**src/rtl/mult_pkg.sv**
```systemverilog
// mult_pkg
// Shared definitions for the multiplier / MAC datapath:
//   PROD_W   - width of the unsigned product emitted by the 8x8 multiplier
//   state_t  - two-state frame FSM encoding used by product_accumulator
//   sat_max  - all-ones value of a given width, used as a saturation ceiling
package mult_pkg;

  localparam int PROD_W = 16;

  typedef enum logic {
    ACCUM = 1'b0,
    HOLD  = 1'b1
  } state_t;

  // Largest unsigned value representable in w bits (w <= 63).
  function automatic logic [63:0] sat_max(input int w);
    return (64'd1 << w) - 64'd1;
  endfunction

endpackage

```
**src/rtl/sat_adder.sv**
```systemverilog
// sat_adder
// Unsigned saturating adder: sum = min(a + b, 2^W - 1).
// Ports:
//   a    in  [W-1:0]       running accumulator value
//   b    in  [PROD_W-1:0]  product to add (zero-extended)
//   sum  out [W-1:0]       saturated sum
//   ovf  out               true sum exceeded 2^W - 1
module sat_adder
  import mult_pkg::*;
#(
  parameter int W = 24
) (
  input  logic [W-1:0]      a,
  input  logic [PROD_W-1:0] b,
  output logic [W-1:0]      sum,
  output logic              ovf
);

  // One guard bit: a single W-bit + 16-bit add (W >= 16) can carry out at
  // most one bit, so the adder MSB alone is the overflow indication.
  function automatic logic [W:0] add_wide(input logic [W-1:0] x,
                                          input logic [PROD_W-1:0] y);
    return {1'b0, x} + (W+1)'(y);
  endfunction

  function automatic logic [W-1:0] saturate(input logic [W:0] s);
    return s[W] ? {W{1'b1}} : s[W-1:0];
  endfunction

  logic [W:0] sum_full;

  assign sum_full = add_wide(a, b);
  assign ovf      = sum_full[W];
  assign sum      = saturate(sum_full);

endmodule

```
**src/rtl/product_accumulator.sv**
```systemverilog
// product_accumulator
// Sums a stream of unsigned multiplier products into a saturating ACC_W-bit
// accumulator. The beat flagged last latches the frame total, beat count and
// overflow flag into held output registers and the block waits in HOLD until
// the result is taken.
// Ports:
//   clk        in   rising-edge clock
//   rst_n      in   asynchronous active-low reset
//   in_valid   in   product beat valid
//   in_ready   out  block can accept a beat (high in ACCUM)
//   in_prod    in   [15:0] unsigned product
//   in_last    in   final beat of the frame
//   out_valid  out  frame result held (high in HOLD)
//   out_ready  in   downstream takes the result
//   out_sum    out  [ACC_W-1:0] saturated frame sum
//   out_count  out  [LEN_W-1:0] beats in frame, saturating
//   out_ovf    out  accumulator saturated during the frame
module product_accumulator
  import mult_pkg::*;
#(
  parameter int ACC_W = 24,
  parameter int LEN_W = 8
) (
  input  logic              clk,
  input  logic              rst_n,
  input  logic              in_valid,
  output logic              in_ready,
  input  logic [PROD_W-1:0] in_prod,
  input  logic              in_last,
  output logic              out_valid,
  input  logic              out_ready,
  output logic [ACC_W-1:0]  out_sum,
  output logic [LEN_W-1:0]  out_count,
  output logic              out_ovf
);

  localparam logic [LEN_W-1:0] CNT_MAX = LEN_W'(sat_max(LEN_W));

  state_t             state_q;
  state_t             state_d;
  logic [ACC_W-1:0]   acc_q;
  logic [LEN_W-1:0]   cnt_q;
  logic               ovf_q;

  logic [ACC_W-1:0]   acc_nxt;
  logic               add_ovf;
  logic [LEN_W-1:0]   cnt_nxt;
  logic               ovf_nxt;
  logic               accept;

  // Handshake decode straight from the state register: no input-to-output
  // or out_ready-to-in_ready combinational path.
  assign in_ready  = (state_q == ACCUM);
  assign out_valid = (state_q == HOLD);
  assign accept    = in_valid && in_ready;

  sat_adder #(.W(ACC_W)) u_sat_adder (
    .a   (acc_q),
    .b   (in_prod),
    .sum (acc_nxt),
    .ovf (add_ovf)
  );

  assign cnt_nxt = (cnt_q == CNT_MAX) ? cnt_q : cnt_q + LEN_W'(1);
  assign ovf_nxt = ovf_q | add_ovf;

  always_comb begin
    state_d = state_q;
    case (state_q)
      ACCUM: if (accept && in_last) state_d = HOLD;
      HOLD:  if (out_ready)         state_d = ACCUM;
      default:                      state_d = ACCUM;
    endcase
  end

  always_ff @(posedge clk or negedge rst_n) begin
    if (!rst_n) begin
      state_q <= ACCUM;
    end else begin
      state_q <= state_d;
    end
  end

  // Accumulate stage: running totals, cleared once a frame closes.
  always_ff @(posedge clk or negedge rst_n) begin
    if (!rst_n) begin
      acc_q <= '0;
      cnt_q <= '0;
      ovf_q <= 1'b0;
    end else if (accept) begin
      if (in_last) begin
        acc_q <= '0;
        cnt_q <= '0;
        ovf_q <= 1'b0;
      end else begin
        acc_q <= acc_nxt;
        cnt_q <= cnt_nxt;
        ovf_q <= ovf_nxt;
      end
    end
  end

  // Result stage: loaded with the post-update totals of the last beat and
  // held untouched through HOLD and the following ACCUM period.
  always_ff @(posedge clk or negedge rst_n) begin
    if (!rst_n) begin
      out_sum   <= '0;
      out_count <= '0;
      out_ovf   <= 1'b0;
    end else if (accept && in_last) begin
      out_sum   <= acc_nxt;
      out_count <= cnt_nxt;
      out_ovf   <= ovf_nxt;
    end
  end

endmodule

```
**config.mk**
```make
export PLATFORM = sky130hd
export DESIGN_NAME = product_accumulator
export DESIGN_NICKNAME = d
export VERILOG_FILES = /design/src/rtl/mult_pkg.sv /design/src/rtl/sat_adder.sv /design/src/rtl/product_accumulator.sv
export SDC_FILE = /design/constraint.sdc
export NUM_CORES = 1
export LEC_CHECK = 0
export ABC_CLOCK_PERIOD_IN_PS = 3300
export CAP_MARGIN = 30
export CORE_ASPECT_RATIO = 1.5
export CORE_MARGIN = 2
export CORE_UTILIZATION = 55
export CTS_CLUSTER_SIZE = 30
export DETAILED_ROUTE_END_ITERATION = 8
export PLACE_DENSITY = 0.8
export SLEW_MARGIN = 10
export SYNTH_ARGS = -nofsm -noshare
export SYNTH_HDL_FRONTEND = slang
export SYNTH_HIERARCHICAL = 1
export SYNTH_SLANG_ARGS = --single-unit
```
**constraint.sdc**
```tcl
create_clock -name clk -period 3.3 [get_ports clk]
set_input_delay 0.495 -clock clk [delete_from_list [all_inputs] [get_ports clk]]
set_output_delay 0.495 -clock clk [all_outputs]
set_load 0.02 [all_outputs]
```
-- Word-level counts from Yosys, hierarchy flattened
Cells that the tools add are included.
- bits in registers: 67
- memories: 0
- output and inout port bits: 35
- word-level logic and storage cells: 22
- RAM bits: 0
- bits in read-only memories: 0
- input bits: 21
- bits in latches: 0
- reductions and logical operators: 2
- shifts and indexed selects: 0
- $add $sub $neg: 2
- divide/modulo/power cells: 0
- bitwise gates (word level): 2
- multiplexer cells: 8
- equality and inequality tests: 1
- magnitude comparators: 0
- $mul: 0
- operators with widths (kind ; count):
    two-way mux 24 bit ; 2
    adder 24 x 16 -> 25 bit ; 1
    two-way mux 8 bit ; 2
    adder 8 x 1 -> 8 bit, second input constant ; 1
    == test 8 bit, second input constant ; 1
    two-way mux 1 bit ; 3
    logical AND 1 bit ; 2
    one-hot mux 1 bit (2 select lines) ; 1
    inverter 1 bit ; 1
    OR 1 bit ; 1

-- Longest topological paths before layout
Gate-level depths: netlist of the first run.
- depth after elaboration: 5
- depth in mapped cells: 12
- mapped depth without buffers: 10

-- Cells and area by module
Netlist of the first run, hierarchy kept.
- modules (own cells, without submodules) (module ; sequential area each (sq um) ; area each (sq um) ; times used ; cells each):
    product_accumulator ; 1676.6 ; 2845.2 ; 1 ; 308
    sat_adder ; 0.0 ; 1232.4 ; 1 ; 185

-- Worst setup path before layout of the first run
No wires, ideal clock.
- kind: input port to flip-flop
- start: input in_prod[0]
- end: register acc_q[23]
- library setup time: 117 ps
- cell stages on the path: 10
- path buffers: 0
- data required time: 3183 ps
- arrival time: 2470 ps
- path slack: 713 ps
- cell sequence: ha_1 -> fa_1 -> nand3_1 -> a211o_1 -> a21oi_4 -> o41ai_2 -> nor2_1 -> or3_1 -> nand3_1 -> nand2_1
- cells in the longest elaborated chain, start to end: 3
- RTL lines (item ; RTL line ; RTL):
    start, declared ; product_accumulator.sv:28 ; input logic [PROD_W-1:0] in_prod,
    adder 24 x 16 -> 25 bit ; sat_adder.sv:23 ; return {1'b0, x} + (W+1)'(y);
    via add_ovf ; product_accumulator.sv:46 ; logic add_ovf;
    two-way mux 24 bit ; sat_adder.sv:27 ; return s[W] ? {W{1'b1}} : s[W-1:0];
    via acc_nxt[23] ; product_accumulator.sv:45 ; logic [ACC_W-1:0] acc_nxt;
    two-way mux 24 bit ; product_accumulator.sv:91 ; if (in_last) begin
    end signal, assigned ; product_accumulator.sv:96 ; acc_q <= acc_nxt;
    end, declared ; product_accumulator.sv:41 ; logic [ACC_W-1:0] acc_q;
The timed path passes the listed nets, and every way through them passes these cells.
A chain may end at the register's enable or synchronous reset.

-- Worst setup path after layout of the first run
- start: input in_prod[0]
- end: register acc_q[21]
Same word-level chain as after synthesis.

==> metrics.txt, run 1 <==
area delta synth->final 20.04%; FF+latch count, synth 67; clock skew 7.411 ps; initial antenna violation count 0; diodes inserted 0; die height 109.5 µm; post-CTS setup buffers 0; gr usage total 26.30%; share of cells above drive strength 1 10.20%; Slew Limit Fails 0; Synth Net Count 532; Final min period 2932 ps; CTS root buffer clkbuf_8; leakage power 2.308 nW; largest net degree at the start of global routing 68; sequential share of power 32.5%; Setup-failing EPs final 0; status completed; commonest non-fill, non-tap cell in the layout nand2_1; via count of the first global-routing pass 3686; design area 4895 µm²; Layout Cells excl Fill 649; Yosys cell types 59; Die W 74.31 µm; register area share after synthesis 41.12%; clock slew at reported path FFs 70 ps; FMAX 341.0 MHz; share of total power in the clock network 19.7%; Starting Density 56.42%; Gate Count Post-Synth 493; die footprint 8133 µm²; max_slew headroom 43.75%; Inst Count DP 633; Synth area leaders dfrtp_1 41%, nand2_1 15%, ha_1 5.2%, a21oi_1 4.1%, nand3_1 3.9%; Worst setup SP type input port; I/O Pins 56; num rows 38; number of port buffers 55; DRC violations left 0; TritonCTS clock tree done; DR vias 3688; Yosys Warn Count 6; placed cell area 4682 µm²; CP Class in2reg; Sw Pwr 1.499 mW; deepest level of the CTS H-tree 3; gpl congestion 0.8473; commonest non-fill, non-tap cells in the layout 158 x nand2_1, 67 x dfrtp_1, 54 x clkdlybuf4s50_1; Critical Path AT 3170 ps; worst-path maximum fanout 6; Synth async-reset ratio 100.0%; CTS Buffer Depth 2; Max VDD drop 0.0003902 V; Sw Share 40.68%; Final Util 67.73%; post-route antenna net violation count 0; first-pass GRT wire length 16470 µm; Hold Fails Final Rpt 0; Synth top area share 41.12%; CTS hold repair buffers 0; Mapped Area 4078 µm²; PnR Total Power 3.686 mW; Worst-Skew Late Latency 350 ps; Tcrit/Tclk final 88.85%; hpwl dp 6711 µm; internal power 2.187 mW; CTS Buf Count 9; clock tree sinks 67; cell taking the most area after synthesis dfrtp_1; pin slew with the least headroom to its limit 843.7 ps; GRT overflow 0; core area 7227 µm²; Worst Hold Class in2async; CP Data Required Time 3540 ps; Total Nets Final 583; Post-CTS Resized 0; Max Cap Viol 0; EDFF count, synth 0; unrepaired setup endpoints after global routing no; TNS Setup 0 ps; syn_area_per_cell 8.271 µm²; DR pass1 iterations 5; Iteration-0 DRC Markers 232; Pwr Density 753.1 nW/µm²; drt total wl 9807 µm; Comb pwr share 47.8%; wire length per cell 15.11 µm; CP Capture Type flop; vias per inst 5.683; Post-synth top flop dfrtp_1
[registers in the layout, indices dropped and copies added (netlist names)]
| name | count |
|---|---|
| out_sum | 24 |
| out_valid | 1 |
| ovf_q | 1 |
| out_ovf | 1 |
| cnt_q | 8 |
| out_count | 8 |
| acc_q | 24 |
[worst max-delay path, cell delays in order]
cell and delay [ps]:
clkdlybuf4s50_1 410, ha_1 220, fa_1 430, nand3_1 120, a211o_1 210, a21oi_4 90, o41ai_2 390, nor2_1 220
or3_1 430, nand3_1 90, nand2_1 50
[synth_stat cells, drive strengths merged, types with 2 or more instances]
cell     count
a21o         2
clkbuf      11
or4          2
a211oi       2
and3         3
and2         2
dfrtp       67
nand4        8
nor2        22
xor2        12
o21a         4
o211ai       5
or3          4
xnor2        6
nor3         6
a211o        2
a31oi        3
nor4         3
mux2         2
a21oi       34
ha          17
o21ai       31
a2bb2oi      3
buf         13
or2          3
inv          5
o31ai        3
nand3       33
nand2      168
[through the flow]
stage                     hold WS, ps  setup WS (ps)
after detailed placement        459.0          66.91
after global placement          455.8          132.8
after global routing            401.1          173.9
final                           321.2          367.8
after CTS                       363.8          416.7
after floorplan                 199.4          712.9
[layer usage]
layer,global-route usage (%),up-vias,share of wire [%]
met5,0,-,0
met4,14.67,0,2.5
met3,5.408,28,4.8
met2,43.88,135,50
met1,31.09,1727,42
li1,-,1798,-
[final cells by class]
class | instances | area [µm²]
well taps | 100 | 125.1
clock inverters | 4 | 47.55
flip-flops and latches | 67 | 1677
repair buffers | 64 | 613.1
inverters | 6 | 36.28
multi-input cells | 396 | 2231
fillers | 609 | 2332
clock buffers | 12 | 165.2
[power by group through the flow]
stage | logic, mW | clock network [mW] | registers (mW)
6_report | 1.76 | 0.727 | 1.20
3_3_place_gp | 1.70 | 0 | 1.20
5_1_grt | 1.94 | 0.778 | 1.23
3_5_place_dp | 1.73 | 0 | 1.21
2_1_floorplan | 1.07 | 0 | 1.32
4_1_cts | 1.75 | 0.741 | 1.20
[kinds of logic after synthesis]
group	count (synthesis)	synth area share, %
AND/OR/NAND/NOR	258	28.63
AO/OA/AOI/OAI	99	15.65
flip-flops	67	41.12
buffers and inverters	30	4.234
XOR/XNOR	18	3.866
adder cells (fa/ha/maj)	18	5.707
multiplexers	3	0.7978
[worst paths after layout]
kind	startpoint	end	slack (ps)	cells after the start
max	in_prod[0]	acc_q[21]$_DFFE_PN0N_	370	11
min in group clk	out_ovf$_DFFE_PN0P_	out_ovf$_DFFE_PN0P_	470	2
max reg2reg	acc_q[0]$_DFFE_PN0N_	acc_q[21]$_DFFE_PN0N_	520	10
max in group asynchronous	rst_n	out_sum[17]$_DFFE_PN0P_	2420	2
min	rst_n	out_sum[9]$_DFFE_PN0P_	320	2
min reg2reg	out_ovf$_DFFE_PN0P_	out_ovf$_DFFE_PN0P_	470	2
(Power assumes the default switching activity.)
==> inputs of run 2 (changes only) <==
Settings changed: CORE_UTILIZATION 55 to 43, PLACE_DENSITY 0.8 to 0.65.
==> run 2 against run 1 <==
Net effect:
- critical path depth did not move
- fmax barely moved
- flip-flop and latch count did not move
- clock skew fell by 2.8 ps
- core utilization fell by 14 points
- largest power group unchanged
- worst setup slack got worse by 2.6 ps
- sequential share of layout area fell by 0.77 points
- highest routed layer unchanged
- routed wire length rose by 3.7%
- die area rose by 27%
==> metrics.txt, run 2 (synthesized netlist as in run 1, its figures left out) <==
status completed; share of total power in the clock network 24.8% (+5.1 points); Sw Share 38.57% (-2.1 points); CTS hold repair buffers 0 (unchanged); drt total wl 10170 µm (+3.7%); Max Cap Viol 0 (unchanged); clock slew at reported path FFs 60 ps (about the same); TNS Setup 0 ps (unchanged); worst hold slack 185.0 ps (-136.2 ps); first-pass GRT wire length 17400 µm (+5.7%); Worst Hold Class in2async; DRC violations left 0 (unchanged); max_slew headroom 56.65% (+13 points); CP max stage delay 440 ps (about the same); CTS Buf Count 9 (unchanged); hpwl dp 6975 µm (+3.9%); Post-CTS Resized 0 (unchanged); die footprint 10290 µm² (+27%); num rows 43 (+13%); TritonCTS clock tree done; die height 123.3 µm (+13%); GR Util met2 37.95% (-5.9 points); filler cell count in the final layout 878 (+44%); CTS root buffer clkbuf_16; Iteration-0 DRC Markers 185 (-20%); Setup-failing EPs final 0 (unchanged); placed cell area 4712 µm² (+0.64%); initial antenna violation count 0 (unchanged); GRT overflow 0 (unchanged); cell family with most CP delay simple AND/OR/NAND/NOR gates; via count of the first global-routing pass 3768 (+2.2%); clock tree sinks 67 (unchanged); Critical Path AT 3160 ps (about the same); core area 9254 µm² (+28%); Pwr Density 784.6 nW/µm² (+4.2%); Starting Density 44.06% (-12 points); M1 GR Usage 24.20% (-6.9 points); DR vias 3662 (-0.70%); Buffers & Inverters on Critical Path 1 (unchanged); CTS Buffer Depth 2 (unchanged); I/O Pins 56 (unchanged); unrepaired setup endpoints after global routing no; FMAX 340.7 MHz (about the same); pin slew with the least headroom to its limit 650.3 ps (-193.4 ps); wire length per cell 15.36 µm (+1.6%); area delta synth->final 22.80%; gr usage total 21.08% (-5.2 points); Tcrit/Tclk final 88.93% (about the same); M3 GR Usage 3.872% (-1.5 points); post-CTS setup buffers 0 (unchanged); Comb pwr share 44.9% (-2.9 points); post-route antenna net violation count 0 (unchanged); Max VDD drop 0.0004579 V (+17%); commonest non-fill, non-tap cell in the layout nand2_1; Die W 83.51 µm (+12%); vias per inst 5.532 (-2.7%); sequential share of power 30.4% (-2.1 points); largest net degree at the start of global routing 41 (-40%); Sw Pwr 1.515 mW (+1.0%); Total Nets Final 585 (+0.34%); share of cells above drive strength 1 10.00% (-0.20 points); CP Data Required Time 3530 ps (about the same); deepest level of the CTS H-tree 3 (unchanged); CP max stage cell or3_1; most crowded layer after global routing met2; most frequent CP cell nand3_1; crit-path cells clkdlybuf4s50_1, ha_1, fa_1, nand3_1, a211o_1, a21oi_4, o41ai_2, nor2_1, or3_1, nand3_1, nand2_1; Hold Fails Final Rpt 0 (unchanged); Worst-Skew Late Latency 340 ps (about the same); internal power 2.413 mW (+10%); CP Class in2reg; CP Capture Type flop; design area 5007 µm² (+2.3%); commonest non-fill, non-tap cells in the layout 158 x nand2_1, 67 x dfrtp_1, 54 x clkdlybuf4s50_1; Final min period 2935 ps (+2.627 ps); DR pass1 iterations 4 (-1); worst-path maximum fanout 6 (unchanged); Worst setup SP type input port; gpl congestion 0.9288 (+9.6%); Slew Limit Fails 0 (unchanged); clock skew 4.610 ps (-2.802 ps); leakage power 2.355 nW (+2.1%); leading registers by flop count acc_q: 24 flops, out_sum: 24 flops; number of port buffers 55 (unchanged); diodes inserted 0 (unchanged)
run 2: changes by cell type in the layout (fill, tap and decap cells not counted), sizes merged:
cell / previous run / this run
clkinvlp: 1 / 0
buf: 10 / 12
clkbuf: 12 / 13
clkinv: 2 / 1
run 2: per-layer routing:
metal	part of all wire, %	up-vias	wire length [µm]
met5	0	-	0
met4	2.3	0	236
met3	4.0	19	408
met2	52	71	5245
met1	42	1760	4277
li1	-	1812	-
run 2: stage by stage:
step | setup slack, ps | std cells | power (mW) | util (%)
after global routing | 178.6 | 662 | 4.213 | 54.11
final | 365.2 | 662 | 3.929 | 54.11
after global placement | 154.8 | 647 | 2.934 | 50.92
after CTS | 382.0 | 662 | 3.953 | 54.11
after floorplan | 712.9 | 493 | 2.396 | -
after detailed placement | 64.97 | 647 | 2.960 | 50.92
run 2: power by group through the flow:
stage | clock network (mW) | registers [mW] | logic [mW]
2_1_floorplan | 0 | 1.32 | 1.07
4_1_cts | 0.989 | 1.20 | 1.77
3_3_place_gp | 0 | 1.20 | 1.73
6_report | 0.973 | 1.19 | 1.76
5_1_grt | 1.03 | 1.23 | 1.96
3_5_place_dp | 0 | 1.21 | 1.75
run 2: worst register-to-register path, cell delays in order (launching register included):
cell and delay [ps]:
dfrtp_1 380, ha_1 250, fa_1 400, nand3_1 110, a211o_1 220, a21oi_4 100, o41ai_2 390, nor2_1 220
or3_1 440, nand3_1 90, nand2_1 60
run 2: area by class of cell:
cell class	count	area, µm²	area share, %
Multi-Input combinational cell	396	2231	44.55
Sequential cell	67	1677	33.48
Timing Repair Buffer	66	628.1	12.54
Clock buffer	13	260.3	5.197
Tap cell	112	140.1	2.799
Inverter	6	36.28	0.7246
Clock inverter	2	35.03	0.6997
run 2: worst paths after layout:
kind / slack (ps) / startpoint / depth (start not counted) / to
max reg2reg: 530 / acc_q[0]$_DFFE_PN0N_ / 10 / acc_q[23]$_DFFE_PN0N_
min: 180 / rst_n / 1 / out_sum[2]$_DFFE_PN0P_
max: 370 / in_prod[0] / 11 / acc_q[23]$_DFFE_PN0N_
max in group asynchronous: 2170 / rst_n / 2 / out_sum[1]$_DFFE_PN0P_
min reg2reg: 470 / out_count[4]$_DFFE_PN0P_ / 2 / out_count[4]$_DFFE_PN0P_
min in group clk: 470 / out_count[4]$_DFFE_PN0P_ / 2 / out_count[4]$_DFFE_PN0P_
==> inputs of run 3 (changes only) <==
Settings changed: ABC_AREA from default to 1, ABC_CLOCK_PERIOD_IN_PS 3300 to 2400, PLACE_DENSITY 0.65 to 0.67.
Clock period 3.3 ns to 2.4 ns, I/O delays scaled along.
==> run 3 against run 2 <==
Net effect:
- register-to-register slack lost 370 ps
- power grew 41%
- sequential power grew 33%
- largest cell class unchanged
- critical path type unchanged
- non-clock buffer count grew 31
- die area grew 7.1%
- global-route usage grew 1.7 points
- critical path depth grew 3
- synthesized cell count grew 27%
- clock skew grew 2.6 ps
==> metrics.txt, run 3 <==
CP Data Required Time 2580 ps (-950 ps); num rows 45 (+4.7%); Inst Count DP 819 (+27%); Synth async-reset ratio 100.0% (unchanged); vias per inst 5.019 (-9.3%); filler cell count in the final layout 985 (+12%); M3 GR Usage 3.165% (-0.71 points); Tcrit/Tclk final 94.87%; max_slew headroom 47.86% (-8.8 points); Critical R2R Capture acc_q[20]$_DFFE_PN0N_; crit-path cells clkdlybuf4s50_1, ha_1, fa_1, nand2_1, nand2_1, nand3_2, nand2_2, nand2_4, nand2_4, nand3_2, buf_4, nand3_2, inv_1, o21ai_0; Worst Hold Class in2async; gr usage total 22.74% (+1.7 points); commonest non-fill, non-tap cell in the layout nand2_1; Synth area leaders dfrtp_1 38%, nand2_1 19%, inv_1 8.4%, o21ai_0 5.1%, ha_1 4.9%; Yosys Warn Count 6 (unchanged); Mapped Area 4379 µm² (+7.4%); clock tree sinks 67 (unchanged); R2R Setup Slk 160 ps (-370 ps); TritonCTS clock tree done; CP Class in2reg; Synth Net Count 666 (+25%); diodes inserted 0 (unchanged); Gate Count Post-Synth 627 (+27%); deepest level of the CTS H-tree 3 (unchanged); most crowded layer after global routing met2; most frequent CP cell nand3_2; DR vias 4246 (+16%); Yosys cell types 32 (-46%); CTS Buf Count 9 (unchanged); first-pass GRT wire length 19710 µm (+13%); DRC violations left 0 (unchanged); largest net degree at the start of global routing 60 (+46%); Critical Path AT 2460 ps (-700 ps); hpwl dp 8952 µm (+28%); Worst R2R Path Depth 13 (+3); via count of the first global-routing pass 4278 (+14%); Starting Density 43.70% (-0.37 points); Die W 86.40 µm (+3.5%); worst-path maximum fanout 5 (-1); leakage power 2.950 nW (+25%); post-route antenna net violation count 0 (unchanged); CTS root buffer clkbuf_16; area delta synth->final 29.63%; CTS Buffer Depth 2 (unchanged); die footprint 11020 µm² (+7.1%); Max Cap Viol 0 (unchanged); drt total wl 11850 µm (+17%); CP max stage cell clkdlybuf4s50_1; gpl congestion 0.9079 (-2.3%); EDFF count, synth 0 (unchanged); initial antenna violation count 0 (unchanged); Multi-input gate area 2266 µm² (+1.6%); clock skew 7.174 ps (+2.565 ps); DR pass1 iterations 4 (unchanged); CP max stage delay 410 ps (-30 ps); commonest non-fill, non-tap cells in the layout 222 x nand2_1, 98 x inv_1, 67 x dfrtp_1; wire length per cell 14.00 µm (-8.8%); I/O Pins 56 (unchanged); Setup-failing EPs final 0 (unchanged); Worst setup SP type input port; GRT overflow 0 (unchanged); M1 GR Usage 25.87% (+1.7 points); placed cell area 5254 µm² (+11%); Worst-Skew Late Latency 340 ps (about the same); Post-synth top flop dfrtp_1; Setup crit end acc_q[20]$_DFFE_PN0N_; most instantiated cells after synthesis 222 x nand2_1, 98 x inv_1, 67 x dfrtp_1; FF+latch count, synth 67 (unchanged); pin slew with the least headroom to its limit 781.3 ps (+131.0 ps); clock slew at reported path FFs 50 ps (about the same); syn_area_per_cell 6.984 µm² (-16%); Slew Limit Fails 0 (unchanged); GR Util met2 40.50% (+2.5 points); Storage cell area 1677 µm² (unchanged); number of port buffers 55 (unchanged); leading registers by flop count acc_q: 24 flops, out_sum: 24 flops; Final Util 56.64% (+2.5 points); core area 10020 µm² (+8.3%); register area share after synthesis 38.29% (-2.8 points); Synth top area share 38.29% (-2.8 points); die height 127.6 µm (+3.5%); Hold Fails Final Rpt 0 (unchanged); Final min period 2277 ps; CP Capture Type flop; Pwr Density 975.5 nW/µm² (+24%); FMAX 439.2 MHz; PnR Total Power 5.537 mW (+41%); Max VDD drop 0.0004549 V (-0.65%); Total Nets Final 763 (+30%); design area 5677 µm² (+13%); FF-to-FF Start acc_q[0]$_DFFE_PN0N_; share of cells above drive strength 1 13.03% (+3.0 points); status completed; Iteration-0 DRC Markers 175 (-5.4%); most numerous cell in the Yosys netlist nand2_1; CP startpoint in_prod[0]; Layout Cells excl Fill 846 (+28%); unrepaired setup endpoints after global routing no; cell taking the most area after synthesis dfrtp_1
[run 3: cell types whose count changed in the layout (fill, tap and decap cells not counted), moves of 11 or more]
cell     before  now
o21ai_1       2   15
a21oi_1      33    9
buf_4        11   39
nand2_1     158  222
nor2_1       20   35
o21ai_0      27   44
nand3_2       1   12
inv_1         5   98
[run 3: where the power goes]
group          switching, mW  total (mW)  leakage [nW]  internal [mW]
registers              0.173        1.58         0.888           1.40
logic                   1.49        2.61          1.92           1.13
clock network          0.516        1.35         0.145          0.832
total                   2.17        5.54          2.95           3.36
[run 3: worst min-delay path by stage]
| stage | end | depth (start not counted) |
|---|---|---|
| global route | acc_q[2]$_DFFE_PN0N_ | 1 |
| CTS | acc_q[2]$_DFFE_PN0N_ | 1 |
| floorplan | acc_q[0]$_DFFE_PN0N_ | 0 |
| detailed placement | out_sum[6]$_DFFE_PN0P_ | 1 |
| finish | out_sum[6]$_DFFE_PN0P_ | 1 |
| global placement | out_sum[6]$_DFFE_PN0P_ | 1 |
[run 3: stage by stage]
stage                     setup TNS, ps  hold WS, ps  worst slack (ps)
after floorplan                       0        64.41             371.7
after global placement            -5410        370.3            -197.8
after detailed placement          -6587        380.7            -234.2
after CTS                             0        25.63             100.6
after global routing                  0        55.66             20.69
final                                 0        11.43             123.1
[run 3: layout make-up]
type	instances	share of cell area, %
Tap cell	117	2.579
Multi-Input combinational cell	448	39.92
Timing Repair Buffer	97	15.96
Clock inverter	6	1.124
Clock buffer	10	4.210
Inverter	101	6.678
Sequential cell	67	29.53
[run 3: timing repair]
| action | 4_1_cts | 5_1_grt |
|---|---|---|
| setup endpoints to repair | 0 | 5 |
| endpoints found under the hold margin | 0 | 0 |
| hold buffers | 0 | 0 |
| buffers inserted | 0 | 9 |
| gates resized for setup | 0 | 2 |
[run 3: worst max-delay path: cells and delay by family]
kind | cells | cell delay (ps)
AOI/OAI and AO/OA | 1 | 80
adders and majority gates | 2 | 630
and+or+nand+nor | 8 | 760
buffers and inverters | 3 | 630
[run 3: logic make-up after synthesis]
kind of cell,share of synthesized area (%)
and+or+nand+nor,35.91
buffers and inverters,10.26
AOI/OAI and AO/OA,9.029
DFF,38.29
adders and majority gates,5.314
xor gates and xnor gates,1.200
[run 3: metal layers]
| layer | up-vias | wire [µm] |
|---|---|---|
| li1 | 2148 | - |
| met1 | 1982 | 4931 |
| met2 | 86 | 6150 |
| met3 | 30 | 292 |
| met4 | 0 | 471 |
| met5 | - | 0 |
